[config.mk]
export PLATFORM = sky130hd
export DESIGN_NAME = bp_fe_fetch_buffer
export DESIGN_NICKNAME = d
export VERILOG_FILES = /design/src/rtl/bp_fe_pkg.sv /design/src/rtl/bsg_mem_1r1w.sv /design/src/rtl/bp_fe_fetch_buffer.sv
export SDC_FILE = /design/constraint.sdc
export NUM_CORES = 1
export LEC_CHECK = 0
export BUFFER_PORTS_ARGS = -buffer_cell sky130_fd_sc_hd__clkbuf_2
export CORE_MARGIN = 3
export CORE_UTILIZATION = 55
export DETAILED_ROUTE_END_ITERATION = 6
export GPL_ROUTABILITY_DRIVEN = 0
export HOLD_SLACK_MARGIN = 0.15
export PLACE_DENSITY_LB_ADDON = 0.25
export RECOVER_POWER = 100
export SLEW_MARGIN = 20
export SYNTH_ARGS = -nofsm -noshare
export SYNTH_HDL_FRONTEND = slang
export SYNTH_SLANG_ARGS = --single-unit
[constraint.sdc]
create_clock -name clk_i -period 13.37 [get_ports clk_i]
set_clock_uncertainty 0.05 [all_clocks]
set_input_delay 0 -clock clk_i [delete_from_list [all_inputs] [get_ports clk_i]]
set_output_delay 0 -clock clk_i [all_outputs]
set_load 0.02 [all_outputs]
[src/rtl/bp_fe_pkg.sv]
// Fetch-buffer entry layout and small helpers shared by the FE fetch buffer slice.
`ifndef BP_FE_PKG_SV
`define BP_FE_PKG_SV

`define DECLARE_BP_FE_FETCH_ENTRY_S(vaddr_width_mp, instr_width_mp, fetch_width_mp) \
   typedef struct packed {                                                      \
      logic [(vaddr_width_mp)-1:0]                    pc;                       \
      logic [((fetch_width_mp)*(instr_width_mp))-1:0] data;                     \
      logic                                           fault;                    \
   } bp_fe_fetch_entry_s

`define BP_FE_FETCH_ENTRY_WIDTH(vaddr_width_mp, instr_width_mp, fetch_width_mp) \
   ((vaddr_width_mp) + ((fetch_width_mp)*(instr_width_mp)) + 1)

package bp_fe_pkg;

   // Pointer increment that wraps at els-1, so depth need not be a power of two.
   function automatic int unsigned bp_fe_wrap_inc(input int unsigned ptr, input int unsigned els);
      return (ptr == els - 1) ? 0 : ptr + 1;
   endfunction

endpackage

`endif

[src/rtl/bsg_mem_1r1w.sv]
// One-write, one-read register-file storage with asynchronous read.
module bsg_mem_1r1w
   import bp_fe_pkg::*;
#(
   parameter int width_p       = 8,
   parameter int els_p         = 4,
   parameter int addr_width_lp = $clog2(els_p)
)
(
   input  logic                     w_clk_i,
   input  logic                     w_v_i,
   input  logic [addr_width_lp-1:0] w_addr_i,
   input  logic [width_p-1:0]       w_data_i,
   input  logic [addr_width_lp-1:0] r_addr_i,
   output logic [width_p-1:0]       r_data_o
);

   logic [width_p-1:0] mem_q [els_p];

   always_ff @(posedge w_clk_i) begin
      if (w_v_i) mem_q[w_addr_i] <= w_data_i;
   end

   assign r_data_o = mem_q[r_addr_i];

endmodule

[src/rtl/bp_fe_fetch_buffer.sv]
// Credit-based fetch-response buffer; stale in-flight responses after a redirect
// are discarded by counting them rather than by tagging.
module bp_fe_fetch_buffer
   import bp_fe_pkg::*;
#(
   parameter int els_p         = 4,
   parameter int vaddr_width_p = 39,
   parameter int instr_width_p = 32,
   parameter int fetch_width_p = 1
)
(
   input  logic                                   clk_i,
   input  logic                                   reset_i,
   input  logic                                   flush_i,
   input  logic                                   req_v_i,
   output logic                                   req_ready_o,
   input  logic                                   resp_v_i,
   input  logic [vaddr_width_p-1:0]               resp_pc_i,
   input  logic [fetch_width_p*instr_width_p-1:0] resp_data_i,
   input  logic                                   resp_fault_i,
   output logic                                   data_v_o,
   output logic [vaddr_width_p-1:0]               data_pc_o,
   output logic [fetch_width_p*instr_width_p-1:0] data_o,
   output logic                                   data_fault_o,
   input  logic                                   data_yumi_i,
   output logic [$clog2(els_p+1)-1:0]             credits_o
);

   localparam int ptr_w_lp   = $clog2(els_p);
   localparam int cnt_w_lp   = $clog2(els_p+1);
   localparam int entry_w_lp = `BP_FE_FETCH_ENTRY_WIDTH(vaddr_width_p, instr_width_p, fetch_width_p);

   `DECLARE_BP_FE_FETCH_ENTRY_S(vaddr_width_p, instr_width_p, fetch_width_p);

   typedef logic [ptr_w_lp-1:0] ptr_t;
   typedef logic [cnt_w_lp-1:0] cnt_t;

   cnt_t o_q, o_d, d_q, d_d, f_q, f_d, used;
   ptr_t rptr_q, rptr_d, wptr_q, wptr_d;
   logic req_fire, resp_v, drop, enq, deq;
   bp_fe_fetch_entry_s wr_entry, rd_entry;

   assign used        = o_q + f_q;
   assign req_ready_o = (used < cnt_t'(els_p));
   assign credits_o   = used;

   // A response with nothing outstanding is a protocol error; keep O from wrapping.
   assign req_fire = req_v_i & req_ready_o;
   assign resp_v   = resp_v_i & (o_q != '0);
   assign drop     = resp_v & (d_q != '0);
   assign enq      = resp_v & ~drop & ~flush_i;
   assign deq      = data_yumi_i & (f_q != '0) & ~flush_i;

   always_comb begin
      o_d    = o_q + cnt_t'(req_fire) - cnt_t'(resp_v);
      d_d    = d_q - cnt_t'(drop);
      f_d    = f_q + cnt_t'(enq) - cnt_t'(deq);
      wptr_d = enq ? ptr_t'(bp_fe_wrap_inc(32'(wptr_q), els_p)) : wptr_q;
      rptr_d = deq ? ptr_t'(bp_fe_wrap_inc(32'(rptr_q), els_p)) : rptr_q;
      // Redirect: everything still in flight, including this cycle's request, is stale.
      if (flush_i) begin
         d_d    = o_d;
         f_d    = '0;
         rptr_d = wptr_q;
      end
   end

   always_ff @(posedge clk_i) begin
      if (reset_i) begin
         o_q    <= '0;
         d_q    <= '0;
         f_q    <= '0;
         rptr_q <= '0;
         wptr_q <= '0;
      end else begin
         o_q    <= o_d;
         d_q    <= d_d;
         f_q    <= f_d;
         rptr_q <= rptr_d;
         wptr_q <= wptr_d;
      end
   end

   assign wr_entry.pc    = resp_pc_i;
   assign wr_entry.data  = resp_data_i;
   assign wr_entry.fault = resp_fault_i;

   bsg_mem_1r1w #(
      .width_p (entry_w_lp),
      .els_p   (els_p)
   ) mem (
      .w_clk_i  (clk_i),
      .w_v_i    (enq & ~reset_i),
      .w_addr_i (wptr_q),
      .w_data_i (wr_entry),
      .r_addr_i (rptr_q),
      .r_data_o (rd_entry)
   );

   assign data_v_o     = (f_q != '0);
   assign data_pc_o    = rd_entry.pc;
   assign data_o       = rd_entry.data;
   assign data_fault_o = rd_entry.fault;

   a_resp_outstanding: assert property (@(posedge clk_i) disable iff (reset_i) resp_v_i |-> (o_q != '0));
   a_yumi_valid:       assert property (@(posedge clk_i) disable iff (reset_i) data_yumi_i |-> data_v_o);
   a_req_ready:        assert property (@(posedge clk_i) disable iff (reset_i) req_v_i |-> req_ready_o);

endmodule
### Word level (Yosys, flattened, before mapping)

Memories as Yosys holds them, arrays and structs flattened. A register that Yosys moved wholly into a read port is not among the register bits.
Index checks and enable logic that the tools add are counted.

| storage, ports and cells | value |
|---|---|
| bits in registers | 13 |
| memory bits (writable) | 288 |
| logic and storage cells | 42 |
| memories | 1 |

Memory list:

| name | depth | width | rd ports | clocked after memory_dff | wr ports | RTL line | RTL |
|---|---|---|---|---|---|---|---|
| mem.mem_q | 4 | 72 | 1 | 1 | 1 | bsg_mem_1r1w.sv:18 | `logic [width_p-1:0] mem_q [els_p];` |

| operators by class | value |
|---|---|
| add/subtract/negate cells | 8 |
| $lt $le $gt $ge | 1 |
| eq/ne operators | 2 |
| multiplexer cells | 9 |
| bitwise operators | 11 |
| reduce and logical (&&, ||, !) cells | 5 |

Operators with widths:

| operator | number |
|---|---|
| 2-bit two-way mux | 6 |
| 3-bit nonzero test | 3 |
| 3-bit by 1-bit subtractor with 3-bit output | 3 |
| 1-bit bitwise AND | 8 |
| 3-bit by 1-bit adder with 3-bit output | 2 |
| 2-bit by 1-bit adder with 2-bit output, second input constant | 2 |
| 2-bit equality test, second input constant | 2 |
| 3-bit adder | 1 |
| 3-bit less-than comparator, second input constant | 1 |
| 3-bit two-way mux | 1 |
| 1-bit inverter | 3 |
| 1-bit two-way mux | 2 |
| 2-bit nonzero test | 1 |
| 2-bit OR reduction | 1 |

### Logic depth before layout (Yosys ltp)

Gate-level depths: netlist (run 1).

| depth | value |
|---|---|
| word-level depth | 9 |
| mapped depth | 12 |

### Hierarchy

A second synthesis (run 1) with hierarchy kept.

| second synthesis, totals | value |
|---|---|
| cells, all modules | 464 |
| area total of the unflattened synthesis | 11325.9 sq um |

Modules (own cells, without submodules):

| module | instances | cells each | area each (sq um) | seq. area each (sq um) |
|---|---|---|---|---|
| bsg_mem_1r1w | 1 | 380 | 10498.8 | 8648.3 |
| bp_fe_fetch_buffer | 1 | 84 | 827.0 | 260.2 |

### Worst setup path after synthesis (run 1)

No wires, ideal clock.

| timing | value |
|---|---|
| path kind | reg2reg |
| start point | register d_q[0] |
| end point | memory mem.mem_q[0][0] (netlist name) (enable) |
| arrival | 6.427 ns |
| path slack | 6.287 ns |
| cell stages (with the launch flop) | 5 |
| path through | dfxtp_1 -> or3_1 -> or3b_1 -> buf_6 -> nor3b_1 |

| on the way | value |
|---|---|
| cells in the longest elaborated chain, start to end | 8 |

Ends and longest elaborated chain:

| item | RTL line | RTL |
|---|---|---|
| start: declaration | bp_fe_fetch_buffer.sv:38 | `cnt_t o_q, o_d, d_q, d_d, f_q, f_d, used;` |
| start signal: assignment | bp_fe_fetch_buffer.sv:71 | `d_q <= '0;` |
| start signal: assignment | bp_fe_fetch_buffer.sv:77 | `d_q <= d_d;` |
| 3-bit nonzero test | bp_fe_fetch_buffer.sv:50 | `assign drop = resp_v & (d_q != '0);` |
| 1-bit bitwise AND | bp_fe_fetch_buffer.sv:50 |  |
| 1-bit inverter | bp_fe_fetch_buffer.sv:51 | `assign enq = resp_v & ~drop & ~flush_i;` |
| 1-bit bitwise AND (2 in series) | bp_fe_fetch_buffer.sv:51 |  |
| 1-bit bitwise AND | bp_fe_fetch_buffer.sv:93 | `.w_v_i (enq & ~reset_i),` |
| 1-bit two-way mux | bsg_mem_1r1w.sv:21 | `if (w_v_i) mem_q[w_addr_i] <= w_data_i;` |
| 1-bit two-way mux (implied by the code) | bsg_mem_1r1w.sv:21 |  |
| end: declaration | bsg_mem_1r1w.sv:18 |  |

No other way between the ends.

==> results of run 1 <==
sequential cells by signal (all words and copies together), names as in the netlist, named ones only:
name and flops:
o_q 3, wptr_q 2, d_q 3, rptr_q 2, mem.mem_q 288, f_q 3
layout make-up:
class	instances	area (µm²)	share of cell area
clock buffer	37	786	0.0572
clock inverter	14	113	0.00819
inverter	11	41.3	0.00300
multi-input combinational	133	2140	0.155
sequential	303	8950	0.651
tap	265	332	0.0241
timing repair buffer	239	1390	0.101
path summary, 6_finish.rpt:
check                         startpoint                    endpoint  slack, ns
setup reg to reg       d_q[0]$_SDFF_PP0_  mem.mem_q[0][20]$_DFFE_PP_       8.20
hold / removal                  resp_v_i      wptr_q[1]$_SDFFE_PP0P_       0.11
hold reg to reg   wptr_q[1]$_SDFFE_PP0P_      wptr_q[1]$_SDFFE_PP0P_       0.47
setup / recovery                register                  data_o[13]       7.60
cell usage in the layout (no fill, tap or decap):
cell             n
mux2i_1          1
nand2b_1         2
o31a_1           2
mux2_1           1
nor3_1           4
mux4_2          72
clkinv_1         8
ha_1            12
nor2b_1          2
or3b_1           1
or3_1            2
and2_1           1
inv_1           11
o31ai_1          1
clkbuf_1       160
clkbuf_8         3
clkbuf_2         7
a211oi_1         1
and2_2           1
xnor2_1          5
xor2_1           2
dfxtp_1         14
clkinvlp_4       1
nor2_1           8
nor3b_1          7
clkinv_2         3
a2111oi_0        1
edfxtp_1       288
fa_1             3
dlygate4sd3_1   77
nand2_1          1
a21oi_1          3
bufinv_16        2
dfxtp_4          1
clkbuf_16       29
worst max-delay path, cell delays in order (launching register included):
cell      delay [ns]
dfxtp_1         2.18
clkbuf_1        2.08
mux4_2          0.74
clkbuf_1        0.20
stage by stage:
stage,worst slack (ns),hold slack (ns)
floorplan,6.29,0.0489
global placement,10.54,0.163
detailed placement,10.37,0.169
CTS,10.24,0.162
global route,6.64,0.155
finish,7.60,0.110
kinds of logic after synthesis:
logic type / Yosys count / synth area share
buffers and inverters: 31 / 0.0118
AND/OR/NAND/NOR: 29 / 0.0148
flip-flops: 303 / 0.797
AO/OA/AOI/OAI: 8 / 0.00502
multiplexers: 74 / 0.147
XOR/XNOR: 7 / 0.00546
adder cells (fa/ha/maj): 15 / 0.0187
where the power goes:
group	internal, W	switching [W]	total (W)
logic	0.0000990	0.000124	0.000223
registers	0.00107	0.0000236	0.00110
clock network	0.000449	0.000315	0.000764
per-layer routing:
layer	up-vias	routed length (µm)
met5	-	0
met2	155	10800
li1	2452	-
met1	2783	7900
met3	29	1210
met4	0	373
==> run metrics, run 1 <==
outcome=finished with violations; failing checks=max-capacitance violations, max-slew violations; die area=0.0222 mm²; First-pass DRT Iterations=4; synth top area cells=edfxtp_1 (77%), mux4_2 (14%), dfxtp_1 (2.7%), ha_1 (1.3%), fa_1 (0.54%); Core Region=around 0.020 mm²; Worst-Margin Slew=4.46 ns; ant diodes=0; Routed WL=just over 20 mm; Overall Power=approximately 0.0021 W; DP HPWL=~12 mm; 1st-iter DRT viols=around 360; Synth Area per Inst=approximately 24 µm²; gr ovfl total=0; post-route design area=roughly 0.014 mm²; Skew-Pair Late Insertion Delay=~0.52 ns; Hold Path Cell Cnt=4; clock-pin slew on the worst setup and hold paths=about 0.06 ns; hold buffers post-CTS=just under 80; Slew HR=-1.98; row count=51; Mapped Area=between 0.01 and 0.015 mm²; All-Layer GR Usage=0.185; synth warn=0; largest net degree at the start of global routing=73; Synth Instances=around 470; Min-Delay Path Class=in2reg; arrival time at the worst endpoint=approximately 5.7 ns; RSZ-0062 raised after global routing=no; CP Class=reg2out; PortBufs=between 150 and 200; Synth top area share=0.771; worst vdd rail ir drop=0.000121 V; first-pass GRT wire length=around 32 mm; met2 global-route usage=0.320; Via density=between 5 and 6; GR peak layer=met2; Tcrit/Tclk final=0.432; grt met1 use=0.251; met3 Usage GRT=0.0362; starting density of the core=0.567; Startpoint Class=register; max cap viols=8; vias in the first global route=between 5,000 and 6,000; CTS sink count=about 300; CTS tree=done; number of flops mapped to enable cells by yosys=~290; placed insts=between 800 and 900; #FFs+latches synth=roughly 300; Synth-to-Final Area Change=22.5%; CTS Buf Count=29; Async SR Flop Fraction=0; die width=149 µm; synth cell count leaders=edfxtp_1 (288), mux4_2 (72), dfxtp_1 (15); CP Max Fanout=40; Seq/Total Area, Yosys=0.797; Max Buffers Root-to-Sink=3; DIE HEIGHT=~150 µm; leakage=4.35 nW; Fillers=1,304; H-tree depth=1; Final Util=0.695; cell with the most instances after synthesis=edfxtp_1; CTS resizes=0; setup violators final=0; Cell variety after synth=29; CP required=approximately 13 ns; post-synth net total=between 500 and 600; vias=roughly 5,400; share of layout cells above drive strength 1=0.161; clk root buf=clkbuf_16; Final #Nets=between 800 and 900; PD cells=151 mW/mm²; Yosys top cell by area=edfxtp_1; initial antenna violation count=0; IO Pins=roughly 160; final hold vios=0; Residual DRC=0; Detail Route Antenna Nets=0; Worst Setup End Kind=output pin; FMAX=between 150 and 200 MHz; Worst Reg-to-Reg Cells=4; max-slew violations=346; setup TNS=0 ns; Most used DFF post-synth=edfxtp_1; Area after DPL=~0.012 mm²; Non-Filler Instances=1,002; clock period minus worst slack=between 5 and 6 ns; post-CTS setup buffers=0; drt wl/cell=just over 20 µm
Power figures use the tool's default switching activity.
==> inputs of run 2 (changes only) <==
--- a/config.mk
+++ b/config.mk
@@ -5,9 +5,10 @@
 export SDC_FILE = /design/constraint.sdc
 export NUM_CORES = 1
 export LEC_CHECK = 0
+export ABC_AREA = 1
 export BUFFER_PORTS_ARGS = -buffer_cell sky130_fd_sc_hd__clkbuf_2
 export CORE_MARGIN = 3
-export CORE_UTILIZATION = 55
+export CORE_UTILIZATION = 52
 export DETAILED_ROUTE_END_ITERATION = 6
 export GPL_ROUTABILITY_DRIVEN = 0
 export HOLD_SLACK_MARGIN = 0.15
==> constraint.sdc (replaced) <==
create_clock -name clk_i -period 4.7 [get_ports clk_i]
set_clock_uncertainty 0.05 [all_clocks]
set_input_delay 0 -clock clk_i [delete_from_list [all_inputs] [get_ports clk_i]]
set_output_delay 0 -clock clk_i [all_outputs]
set_load 0.02 [all_outputs]
==> run 2 against run 1 <==
The run still ends with max-capacitance violations, max-slew violations left. Synthesized cell count rose by 75%. Hold slack improved by 0.099 ns. Critical path type unchanged. Sequential share of layout area shrank 1.7 points. Cell count increased by 34%. Setup slack got worse by 6.5 ns. Non-clock buffer count grew 5. Total power rose to 3.0 times the previous value. Flip-flop and latch count is the same. Critical path depth is 1 higher.
==> run metrics, run 2 <==
outcome=finished with violations; failing checks=max-capacitance violations, max-slew violations; cell with the most instances after synthesis=edfxtp_1; max reg flops=about 290; arrival time at the worst endpoint=between 3 and 4 ns; synth cell count leaders=edfxtp_1 (288), nor2_1 (163), o21ai_0 (148); drt wl/cell=roughly 18 µm; most common cell after layout, fill and taps aside=edfxtp_1; worst vdd rail ir drop=around 0.00032 V; number of flops mapped to enable cells by yosys=288; hold wc startpoint=resp_data_i[13]; Worst-Margin Slew=between 2 and 2.5 ns; synth top area cells=edfxtp_1 (75%), o21ai_0 (6.4%), nor2_1 (5.3%), o22ai_1 (3.9%), dfxtp_1 (2.6%); setup TNS=0 ns; First-pass DRT Iterations=4; Place WS=2.12 ns; CTS Buf Count=31; CP Class=reg2out; Skew-Pair Late Insertion Delay=~0.53 ns; Mapped Area=between 0.01 and 0.015 mm²; Max Buffers Root-to-Sink=3; share of layout cells above drive strength 1=0.0570; largest net degree at the start of global routing=~150; RSZ-0062 raised after global routing=no; 1st-iter DRT viols=576; CTS sink count=a little over 300; PD cells=roughly 440 mW/mm²; clock period minus worst slack=approximately 3.6 ns; post-CTS setup buffers=0; Cell variety after synth=19; #FFs+latches synth=between 300 and 400; vias=7,221; All-Layer GR Usage=0.195; register area=about 0.0090 mm²; clock-pin slew on the worst setup and hold paths=0.06 ns; Residual DRC=0; hold buffers post-CTS=82; Synth top area share=0.749; Slew HR=-0.568; Via density=roughly 5.4; Startpoint Class=register; initial antenna violation count=0; vias in the first global route=7,196; ant diodes=0; DP HPWL=~13 mm; first-pass GRT wire length=around 37 mm; max-slew violations=260; die width=155 µm; H-tree depth=1; CTS tree=done; Synth-to-Final Area Change=22.2%; DIE HEIGHT=around 160 µm; Final #Nets=about 1,100; synth warn=0; Core Region=around 0.021 mm²; worst reg2reg startpoint=o_q[1]$_SDFF_PP0_; final hold vios=0; leakage=around 4.7 nW; starting density of the core=0.539; CP Max Fanout=92; Seq/Total Area, Yosys=0.775; setup violators final=0; PortBufs=154; Fillers=1,660; post-synth net total=about 910; Min-Delay Path Class=in2reg; most frequent cells in the layout=edfxtp_1 (288), nor2_1 (163), clkbuf_1 (153); CP required=~4.7 ns; Async SR Flop Fraction=0; largest reg by FF count=mem.mem_q; die area=approximately 0.024 mm²; multi-input logic area=roughly 0.0022 mm²; row count=53; FMAX=roughly 280 MHz; post-route design area=between 0.01 and 0.015 mm²; Area after DPL=0.0125 mm²; Yosys top cell by area=edfxtp_1; clk root buf=clkbuf_16; Routed WL=~24 mm; PnR worst setup slack=~1.1 ns; gr ovfl total=0; Detail Route Antenna Nets=0; CTS resizes=0; Most used DFF post-synth=edfxtp_1; Synth Area per Inst=14.2 µm²; Synth Instances=just over 800; Tcrit/Tclk final=0.760; max cap viols=5; Worst Setup End Kind=output pin; IO Pins=155
-- run 2: changes by cell type in the layout (fill, tap and decap cells not counted), sizes merged, moves of 18 or more --
cell	delta
mux4	-72
o21ai	+148
nor2	+156
nand2	+18
inv	+19
o22ai	+72
-- run 2: worst paths after layout --
check / depth (start not counted) / end / slack, ns
max: 4 / data_o[13] / 1.13
max reg2reg: 7 / mem.mem_q[3][36]$_DFFE_PP_ / 1.22
min reg2reg: 2 / wptr_q[1]$_SDFFE_PP0P_ / 0.49
min: 2 / mem.mem_q[1][14]$_DFFE_PP_ / 0.21
-- run 2: cells by family after synthesis --
family,after synthesis,share of synthesized area
flops,303,0.775
compound gates,227,0.106
simple gates,189,0.0623
buf+inv,77,0.0346
fa+ha+maj,15,0.0182
xor+xnor,5,0.00379
-- run 2: cell type report --
type,instances,area share
multi-input combinational,436,0.156
sequential,303,0.634
clock inverter,20,0.0151
clock buffer,37,0.0566
tap,275,0.0244
timing repair buffer,244,0.105
inverter,30,0.00833
-- run 2: through the flow --
step | total power (W) | utilization | hold WS (ns) | instances
after floorplan | 0.00361 | - | 0.0191 | 816
after global placement | 0.00384 | 0.584 | 0.167 | 1206
after detailed placement | 0.00386 | 0.584 | 0.169 | 1206
after CTS | 0.00631 | 0.669 | 0.151 | 1345
after global routing | 0.00648 | 0.659 | 0.218 | 1345
final | 0.00623 | 0.659 | 0.209 | 1345
-- run 2: critical path, stage by stage, from the launching register on --
cell and delay (ns):
dfxtp_4 0.71, clkbuf_2 1.33, o21ai_0 0.33, o22ai_1 0.27, clkbuf_1 0.26
-- run 2: layer usage --
metal,GRT usage,share of wire,wire [µm],vias up
met4,0.0416,0.016,382,0
met3,0.0309,0.061,1470,29
li1,-,-,-,3483
met1,0.270,0.43,10300,3497
met2,0.333,0.49,11700,212
met5,0,0,0,-
-- run 2: power breakdown --
part / total [W] / internal (W) / switching [W]
registers: 0.00307 / 0.00303 / 0.0000399
clock network: 0.00241 / 0.00147 / 0.000936
logic: 0.000749 / 0.000244 / 0.000505
==> inputs of run 3 (changes only) <==
--- a/config.mk
+++ b/config.mk
@@ -8,7 +8,7 @@
 export ABC_AREA = 1
 export BUFFER_PORTS_ARGS = -buffer_cell sky130_fd_sc_hd__clkbuf_2
 export CORE_MARGIN = 3
-export CORE_UTILIZATION = 52
+export CORE_UTILIZATION = 55
 export DETAILED_ROUTE_END_ITERATION = 6
 export GPL_ROUTABILITY_DRIVEN = 0
 export HOLD_SLACK_MARGIN = 0.15
==> constraint.sdc (replaced) <==
create_clock -name clk_i -period 3.69 [get_ports clk_i]
set_clock_uncertainty 0.05 [all_clocks]
set_input_delay 0 -clock clk_i [delete_from_list [all_inputs] [get_ports clk_i]]
set_output_delay 0 -clock clk_i [all_outputs]
set_load 0.02 [all_outputs]
==> run 3 against run 2 <==
The run still ends with max-capacitance violations, max-slew violations left. Via count increased by 1.8%. Flip-flop and latch count unchanged. Critical path type unchanged. Sequential share of layout area down 0.42 points. Critical endpoint is now data_o[15]. Sequential power rose by 27%. Clock power grew 29%. Combinational power rose by 27%. Die area fell by 5.3%. Core utilization increased by 3.7 points. Non-clock buffer count rose by 11. Clock-buffer cell count down 1.
==> run metrics, run 3 (synthesis results as in run 2) <==
Fillers=1,435; Slew HR=-0.0223; CP Class=reg2out; clk root buf=clkbuf_16; Setup crit end=data_o[15]; CP required=3.64 ns; clock-pin slew on the worst setup and hold paths=0.06 ns; Final #Nets=1,149; Skew-Pair Late Insertion Delay=about 0.54 ns; 1st-iter DRT viols=~560; Routed WL=23.5 mm; DP HPWL=12.7 mm; CTS resizes=0; CTS Buf Count=30; initial antenna violation count=2; worst reg2reg path endpoint=mem.mem_q[3][46]$_DFFE_PP_; IO Pins=approximately 160; vias in the first global route=about 7,200; Overall Power=about 0.008 W; most common cell after layout, fill and taps aside=edfxtp_1; row count=52; register area=about 0.0090 mm²; die width=approximately 150 µm; final hold vios=0; RSZ-0062 raised after global routing=no; setup TNS=0 ns; gr ovfl total=0; die area=~0.023 mm²; Tcrit/Tclk final=0.821; Core Region=0.0204 mm²; PD cells=~560 mW/mm²; FMAX=about 330 MHz; Startpoint Class=register; Hold Path Cell Cnt=2; starting density of the core=0.565; largest net degree at the start of global routing=145; vias=between 7,000 and 8,000; Synth-to-Final Area Change=23.0%; Min-Delay Path Class=in2reg; DIE HEIGHT=around 150 µm; worst reg2reg startpoint=o_q[1]$_SDFF_PP0_; drt wl/cell=around 17 µm; Residual DRC=0; clock period minus worst slack=a little over 3 ns; First-pass DRT Iterations=5; Worst Reg-to-Reg Cells=7; arrival time at the worst endpoint=approximately 3.0 ns; failing checks=max-capacitance violations, max-slew violations; multi-input logic area=0.00222 mm²; worst vdd rail ir drop=0.000374 V; max cap viols=1; share of layout cells above drive strength 1=0.0678; max-slew violations=54; H-tree depth=1; setup violators final=0; max reg flops=288; PortBufs=around 150; reg2reg setup slack=0.82 ns; first-pass GRT wire length=~36 mm; post-CTS setup buffers=0; CTS tree=done; CP Max Fanout=~140; outcome=finished with violations; CTS sink count=303; Worst Setup End Kind=output pin; hold buffers post-CTS=89; All-Layer GR Usage=0.204; Detail Route Antenna Nets=0; most frequent cells in the layout=edfxtp_1 (288), nor2_1 (161), clkbuf_1 (149); leakage=4.77 nW; Max Buffers Root-to-Sink=3; Worst-Margin Slew=1.53 ns; Via density=5.45; largest reg by FF count=mem.mem_q
-- run 3: how the worst min path moves through the flow --
stage                    from                          to  slack, ns
2_1_floorplan         reset_i           o_q[2]$_SDFF_PP0_       0.02
3_3_place_gp   resp_data_i[8]   mem.mem_q[2][9]$_DFFE_PP_       0.17
3_5_place_dp     resp_pc_i[3]  mem.mem_q[2][36]$_DFFE_PP_       0.17
4_1_cts         resp_pc_i[15]  mem.mem_q[2][48]$_DFFE_PP_       0.15
5_1_grt          resp_pc_i[7]  mem.mem_q[2][40]$_DFFE_PP_       0.21
6_report       resp_data_i[9]  mem.mem_q[1][10]$_DFFE_PP_       0.20
-- run 3: per-layer routing --
metal	GRT usage	vias to the layer above	share of wire
met3	0.0368	40	0.070
met1	0.281	3556	0.42
li1	-	3501	-
met5	0	-	0.00030
met2	0.341	255	0.49
met4	0.0553	2	0.018
-- run 3: power by group --
part,total (W),switching [W],internal [W]
clock,0.00311,0.00120,0.00190
sequential,0.00390,0.0000453,0.00386
combinational,0.000954,0.000645,0.000309
-- run 3: stage by stage --
step | setup slack (ns) | util | hold slack [ns] | instances | instance area, µm²
global route | 0.464 | 0.695 | 0.212 | 1348 | 14200
CTS | 0.926 | 0.706 | 0.150 | 1347 | 14400
floorplan | -0.699 | - | 0.0191 | 816 | 11500
global placement | 1.21 | 0.613 | 0.169 | 1205 | 12500
finish | 0.661 | 0.696 | 0.202 | 1349 | 14200
detailed placement | 1.20 | 0.613 | 0.170 | 1205 | 12500
-- run 3: critical path, cell delays in order, from the launching register on --
cell and delay [ns]:
dfxtp_4 0.45, inv_4 1.01, o21ai_0 0.28, o22ai_1 0.38
clkbuf_1 0.28
-- run 3: final cells by class --
cell class	instances	area share
clock buffer	36	0.0544
tap	270	0.0238
antenna	2	0.000352
timing repair buffer	255	0.110
clock inverter	17	0.0173
inverter	30	0.00810
multi-input combinational	436	0.156
sequential	303	0.630
